===== config.mk =====
export PLATFORM = sky130hd
export DESIGN_NAME = sdram_line_prefetch
export DESIGN_NICKNAME = d
export VERILOG_FILES = /design/src/rtl/sdram_line_prefetch.sv
export SDC_FILE = /design/constraint.sdc
export NUM_CORES = 1
export LEC_CHECK = 0
export ABC_CLOCK_PERIOD_IN_PS = 5900
export CORE_MARGIN = 2
export CORE_UTILIZATION = 63
export CTS_BUF_LIST = sky130_fd_sc_hd__clkbuf_4 sky130_fd_sc_hd__clkbuf_8
export CTS_CLUSTER_DIAMETER = 60
export DETAILED_ROUTE_END_ITERATION = 16
export PLACE_DENSITY = 0.89
export SYNTH_ARGS = -nofsm -noshare
export SYNTH_HDL_FRONTEND = slang
export SYNTH_SLANG_ARGS = --single-unit
export TNS_END_PERCENT = 30

===== constraint.sdc =====
create_clock -name controller_clk -period 5.9 [get_ports controller_clk]
set_input_delay 0.59 -clock controller_clk [delete_from_list [all_inputs] [get_ports controller_clk]]
set_output_delay 0.59 -clock controller_clk [all_outputs]
set_load 0.05 [all_outputs]

===== src/rtl/sdram_line_prefetch.sv =====
// Single-line read-prefetch buffer in front of the SDRAM controller's burst-read port.
// A miss fetches one whole aligned line as a 32-bit-mode burst. Later hits to that
// line are served from the local buffer without another SDRAM access.
module sdram_line_prefetch #(
  parameter int unsigned LINE_WORDS = 8
) (
  input  logic        controller_clk,
  input  logic        reset_n,
  input  logic        rd_req,
  input  logic [25:0] rd_addr,
  output logic [31:0] rd_data,
  output logic        rd_ack,
  input  logic        invalidate,
  output logic        line_valid,
  output logic        burst_rd,
  output logic [25:0] burst_addr,
  output logic [10:0] burst_len,
  output logic        burst_32bit,
  input  logic [31:0] burst_data,
  input  logic        burst_data_valid,
  input  logic        burst_data_done
);

  localparam int unsigned LW = $clog2(LINE_WORDS);
  localparam int unsigned TW = 24 - LW;
  localparam logic [LW:0] FULL_CNT = LINE_WORDS[LW:0];

  typedef enum logic [1:0] {
    S_IDLE,
    S_ISSUE,
    S_FILL,
    S_RESP
  } state_e;

  state_e          state_q, state_d;
  logic [TW-1:0]   line_tag_q, line_tag_d;
  logic [LW:0]     fill_cnt_q, fill_cnt_d;
  logic            discard_q, discard_d;
  logic            line_valid_q, line_valid_d;
  logic [31:0]     rd_data_q, rd_data_d;
  logic            rd_ack_q, rd_ack_d;
  logic [31:0]     line_buf_q [LINE_WORDS];
  logic            buf_we;

  logic [TW-1:0]   req_tag;
  logic [LW-1:0]   req_idx;
  logic            hit;
  logic            unused_addr_bits;

  assign req_tag          = rd_addr[25:LW+2];
  assign req_idx          = rd_addr[LW+1:2];
  assign unused_addr_bits = ^rd_addr[1:0];
  // Invalidate in the same cycle beats a would-be hit.
  assign hit = rd_req && line_valid_q && (req_tag == line_tag_q) && !invalidate;

  assign rd_data     = rd_data_q;
  assign rd_ack      = rd_ack_q;
  assign line_valid  = line_valid_q;
  assign burst_rd    = (state_q == S_ISSUE);
  assign burst_addr  = {line_tag_q, {(LW+2){1'b0}}};
  assign burst_len   = 11'(2 * LINE_WORDS);
  assign burst_32bit = 1'b1;

  // Next-state and register updates for the lookup/fill sequencer.
  always_comb begin
    state_d      = state_q;
    line_tag_d   = line_tag_q;
    fill_cnt_d   = fill_cnt_q;
    discard_d    = discard_q;
    line_valid_d = line_valid_q;
    rd_data_d    = rd_data_q;
    rd_ack_d     = 1'b0;
    buf_we       = 1'b0;
    unique case (state_q)
      S_IDLE: begin
        if (invalidate) line_valid_d = 1'b0;
        if (rd_req) begin
          if (hit) begin
            rd_data_d = line_buf_q[req_idx];
            state_d   = S_RESP;
          end else begin
            line_tag_d   = req_tag;
            fill_cnt_d   = '0;
            discard_d    = 1'b0;
            line_valid_d = 1'b0;
            state_d      = S_ISSUE;
          end
        end
      end
      S_ISSUE: begin
        if (invalidate) discard_d = 1'b1;
        state_d = S_FILL;
      end
      S_FILL: begin
        if (invalidate) discard_d = 1'b1;
        if (burst_data_valid && (fill_cnt_q < FULL_CNT)) begin
          buf_we     = 1'b1;
          fill_cnt_d = fill_cnt_q + (LW+1)'(1);
        end
        // Completion sees a word and an invalidate arriving in the done cycle.
        if (burst_data_done) begin
          line_valid_d = (fill_cnt_d == FULL_CNT) && !discard_d;
          state_d      = S_IDLE;
        end
      end
      S_RESP: begin
        if (invalidate) line_valid_d = 1'b0;
        rd_ack_d = 1'b1;
        state_d  = S_IDLE;
      end
      default: state_d = S_IDLE;
    endcase
  end

  // Control and output registers, asynchronously cleared.
  always_ff @(posedge controller_clk or negedge reset_n) begin
    if (!reset_n) begin
      state_q      <= S_IDLE;
      line_tag_q   <= '0;
      fill_cnt_q   <= '0;
      discard_q    <= 1'b0;
      line_valid_q <= 1'b0;
      rd_data_q    <= '0;
      rd_ack_q     <= 1'b0;
    end else begin
      state_q      <= state_d;
      line_tag_q   <= line_tag_d;
      fill_cnt_q   <= fill_cnt_d;
      discard_q    <= discard_d;
      line_valid_q <= line_valid_d;
      rd_data_q    <= rd_data_d;
      rd_ack_q     <= rd_ack_d;
    end
  end

  // Line buffer write port; contents are only trusted while line_valid is set.
  always_ff @(posedge controller_clk) begin
    if (buf_we) line_buf_q[fill_cnt_q[LW-1:0]] <= burst_data;
  end

endmodule


# Word level (Yosys, flattened, before mapping)
# Memories as Yosys holds them, arrays and structs flattened. A register that Yosys moved wholly into a read port is not among the register bits.
# Index checks and enable logic that the tools add are counted.
[totals] mem_count=1 input_bits=64 word_cells=60 output_inout_bits=73 romBits=0 latch_bits=0 ram_bits=256 register_bits=30
[classes] magnitude_cmp=1 div_mod_pow=0 eq_ne=8 n_reduce_logical=18 n_shift=0 add_sub_neg=1 n_bitwise=1 mul=0 muxes=24
[memory_table] memory="line_buf_q" words=8 width=32 read_ports=1 rd_clocked_by_memory_dff=1 wr=1 line="42" rtl="logic [31:0] line_buf_q [LINE_WORDS];"
[op_table] operator="$eq 21x21->1" count=1
[op_table] operator="$mux 4" count=4
[op_table] operator="$mux 1" count=13
[op_table] operator="$reduce_and 3->1" count=4
[op_table] operator="$pmux 2 s4" count=1
[op_table] operator="$pmux 4 s2" count=1
[op_table] operator="$mux 2" count=3
[op_table] operator="$ne 2x2->1 const B" count=3
[op_table] operator="$pmux 1 s3" count=2
[op_table] operator="$reduce_bool 3->1" count=2
[op_table] operator="$logic_and 1x1->1" count=5
[op_table] operator="$add 4x1->4 const B" count=1
[op_table] operator="$eq 2x2->1 const B" count=2
[op_table] operator="$eq 4x4->1 const B" count=1
[op_table] operator="$lt 4x4->1 const B" count=1
[op_table] operator="$reduce_and 2->1" count=2
[op_table] operator="$logic_not 1->1" count=3
[op_table] operator="$eq 2x1->1 const B" count=1
[op_table] operator="$logic_not 2->1" count=1
[op_table] operator="$reduce_bool 2->1" count=1
[op_table] operator="$not 1->1" count=1

# Longest topological paths before layout
[depth] depth_word=8 mapped_depth=8 depth_no_buf=7

# Worst setup path after synthesis
# Ideal clock, no wire load.
[synth_path] kind="in2reg" startpoint="input burst_data_valid" endpoint="memory line_buf_q[0][0], enable pin" stages=3 required_ns=5.439 arrival_time_ns=3.351 slack_ns=2.088 path_cell_list="nor2b_1 -> nand3b_1 -> nor3_1"
[synth_via] elab_chain_len=5
[synth_lines] element="from (decl)" line="20" rtl="input logic burst_data_valid,"
[synth_lines] element="$logic_and 1x1->1" line="96" rtl="if (burst_data_valid && (fill_cnt_q < FULL_CNT)) begin"
[synth_lines] element="$mux 1" line="96"
[synth_lines] element="$mux 1" line="74" rtl="unique case (state_q)"
[synth_lines] element="$mux 1" line="138" rtl="if (buf_we) line_buf_q[fill_cnt_q[LW-1:0]] <= burst_data;"
[synth_lines] element="$mux 1 (not written as such)" line="138"
[synth_lines] element="to (decl)" line="42"
# Every way passes these cells.

# Worst setup path in the final report
[layout_path] startpoint="input rd_addr[20]" endpoint="register line_tag_q[7]"
[layout_via] elab_chain_len=5
[layout_lines] element="from (decl)" line="10" rtl="input logic [25:0] rd_addr,"
[layout_lines] element="$eq 21x21->1" line="54" rtl="assign hit = rd_req && line_valid_q && (req_tag == line_tag_q) && !invalidate;"
[layout_lines] element="$logic_and 1x1->1 (2 in a row)" line="54"
[layout_lines] element="$not 1->1 (no source line)"
[layout_lines] element="$reduce_and 3->1 (no source line)"
[layout_lines] element="to (signal assigned)" line="127" rtl="line_tag_q <= line_tag_d;"
[layout_lines] element="to (decl)" line="36" rtl="logic [TW-1:0] line_tag_q, line_tag_d;"
# Every way passes these cells.
# A chain may end at the register's enable or synchronous reset.

==> metrics.md <==
| Metric | Value |
|---|---|
| VDD IR max | about 0.23 mV |
| Routed vias | 6,405 |
| Max-cap violation count | 0 |
| Routability cong. | 0.831 |
| CP peak stage delay | 950 ps |
| Vias in the first global route | 6,936 |
| Fin. Hold Viols | 0 |
| Gate Count Post-Synth | 631 |
| Diode count | 0 |
| Compound-gate portion of the synthesized area | 0.0130 |
| Nature of the critical path startpoint | input port |
| Clock Sinks | 318 |
| Cell Count Post-Placement | 1,001 |
| Min Hold Slack | 242 ps |
| Initial core utilization | 0.636 |
| Critical path class | in2reg |
| Total wire length | approximately 25 mm |
| H-tree depth | 2 |
| Setup violators final | 0 |
| Top post-synthesis cells by area | edfxtp_1 60%, dfrtp_1 12%, mux4_2 11% |
| Final cell count without fillers | 1,088 |
| Post-CTS Setup Bufs | 0 |
| Initial DRC count | 486 |
| Die H | approximately 150 um |
| Synth async-reset ratio | 0.195 |
| Hold crit path type | in2async |
| Clock Skew | 19.7 ps |
| Worst rel slew slack | 0.238 |
| Worst Setup End Kind | flip-flop |
| LEAKAGE | 0.00541 uW |
| Reg clk slew, reported paths | 60 ps |
| CORE AREA | 20,100 um2 |
| DRT antenna net count | 0 |
| Chip Width | 147 um |
| Post-route DRC violation count | 0 |
| Clock root cell | clkbuf_8 |
| Pins Over Slew Limit | 0 |
| Row cnt | 52 |
| Netlist cell types | 46 |
| Simple-gate share of the synthesized area | 0.0247 |
| Period Utilization, post-route | 0.504 |
| Synth Cell Area | 12,800 um2 |
| Final net count | 850 |
| R2R Path Start | line_tag_q[15] |
| Fin Setup TNS | 0 ps |
| XOR/XNOR share of the synthesized area | 0.0144 |
| CP max stage cell | o211ai_2 |
| Worst-Margin Slew | 1140 ps |
| Avg Inst Size Synth | slightly above 20 um2 |
| RR Endpoint | line_tag_q[7] |
| Cts hold-fix bufs | 0 |
| HPWL Detailed | 14.0 mm |
| Comb pwr share | 0.197 |
| Initial antenna violation count | 0 |
| Pwr Density | 370 nW/um2 |
| Top_reg_cell synth | edfxtp_1 |
| F_max | around 340 MHz |
| Reg2Reg Setup Slack | 3010 ps |
| Largest net degree at the start of global routing | 63 |
| Critical path's top delay family | compound AO/OA/AOI/OAI gates |
| Layout cell share with drive strength beyond 1 | 0.313 |
| Final worst path period need | 2970 ps |
| Switching Share | 0.285 |
| Most frequent cells in the layout | 256 x edfxtp_1, 113 x clkdlybuf4s50_1, 64 x mux4_2 |
| Post-synthesis register bit count | 318 |
| Worst-Skew Late Latency | between 500 and 600 ps |
| Tot Pwr | 5610 uW |
| Worst path bufs/invs | 1 |
| Ports | about 140 |
| Worst Reg-to-Reg Cells | 5 |
| Sw power | between 1500 and 2000 uW |
| Yosys top cell area share | 0.601 |
| Largest family of logic cells by synthesized area | multiplexers |
| GR Util All Layers | 0.241 |
| Grt ovf | 0 |
| Post-synthesis sequential area ratio | 0.722 |
| Sequential share of power | 0.489 |
| RSZ-0062 raised after global routing | no |
| First-pass GRT wire length | roughly 39 mm |
| Adder-cell share of the synthesized area | 0.00489 |
| CTS Buffer Depth | 3 |
| Total CTS buffers | 48 |
| Post-CTS sizing | 0 |
| Multiplexer share of the synthesized area | 0.197 |
| Top cell type by total area after synthesis | edfxtp_1 |
| Worst Path Max Fanout | 23 |
| Routed WL per cell | 22.8 um |
| Critical Path RT | 6340 ps |
| Commonest non-fill, non-tap cell in the layout | edfxtp_1 |
| Crit path arrival time | 3410 ps |
| P&R area growth vs syn | 18.6% |
| Clock share of power | 0.314 |
| Syn. warnings | 0 |
| IO buf count | 117 |
| DR vias/cell | between 5 and 6 |
| Post-synth EDFFs | 256 |
| P_int | ~4000 uW |
| Outcome | finished, final reports clean |
| Pre-antenna DRT Iters | 5 |
| CTS tree | done |
| Critical-path cell list | clkdlybuf4s50_1 > xor2_1 > nor4_1 > nand4_1 > o211ai_2 > mux2_2 |
| Die area | roughly 21,000 um2 |
[worst max path at each step]
stage | from | cells after the start | slack [ps] | endpoint
after floorplan | burst_data_valid | 3 | 2090 | line_buf_q[0][0]
after global placement | rd_addr[20] | 6 | 2390 | line_tag_q[0]
after detailed placement | rd_addr[20] | 6 | 2330 | line_tag_q[7]
after CTS | rd_addr[20] | 6 | 2890 | line_tag_q[7]
after global routing | rd_addr[20] | 6 | 2740 | line_tag_q[19]
final | rd_addr[20] | 6 | 2930 | line_tag_q[7]
[synth_stat cells, types with 2 or more instances]
library cell,count
nand2_1,8
nand3b_1,2
mux2_4,30
clkbuf_1,14
edfxtp_1,256
nor2_1,16
nand2b_1,5
buf_2,7
ha_1,5
conb_1,2
nand3_1,7
inv_1,6
a21oi_1,7
buf_4,17
buf_6,5
mux2_2,54
nor2b_1,5
xor2_1,20
dfrtp_1,62
o21ai_0,5
nor3_1,5
mux4_2,64
nand4_1,4
nor4_1,3
[worst register-to-register path: stages (launching register included)]
cell and delay [ps]:
dfrtp_1 390, xor2_1 170, nor4_1 540, nand4_1 290
o211ai_2 950, mux2_2 440
[cell type report]
cell class | instances | area (um2)
Sequential cell | 318 | 9240
Fill cell | 1078 | 4930
Multi-Input combinational cell | 278 | 3370
Timing Repair Buffer | 129 | 1240
Clock buffer | 71 | 877
Tap cell | 270 | 338
Clock inverter | 16 | 82.6
Inverter | 6 | 22.5
[cells by family (layout without fill, tap and decap cells)]
logic type,after synthesis,count (layout)
AOI/OAI and AO/OA,24,24
other,2,17
DFF,318,318
xor gates and xnor gates,21,21
muxes,150,150
buffers and inverters,50,222
and+or+nand+nor,61,61
adders and majority gates,5,5
[per-layer routing]
layer  track usage  wire (um)
met1         0.321       9600
met4        0.0820        537
met2         0.403      12600
met5             0          0
met3        0.0522       2010
[sequential cells by signal, summed over array words and instances (netlist names)]
| register | count |
|---|---|
| line_valid | 1 |
| rd_ack | 1 |
| discard_q | 1 |
| state_q | 2 |
| line_tag_q | 21 |
| line_buf_q | 256 |
| rd_data | 32 |
| fill_cnt_q | 4 |
[through the flow]
stage	utilization	worst slack [ps]	cell area [um2]
global placement	0.707	2390	14200
CTS	0.755	2890	15200
global route	0.755	2740	15200
finish	0.755	2930	15200
detailed placement	0.707	2330	14200
floorplan	-	2090	12900
[power groups by stage]
stage,Sequential [uW],Combinational (uW),Clock (uW)
detailed placement,2790,1100,0
CTS,2740,1110,1790
global placement,2760,1070,0
global route,2760,1180,1880
finish,2740,1110,1760
floorplan,3030,500,0
(Power assumes the default switching activity.)
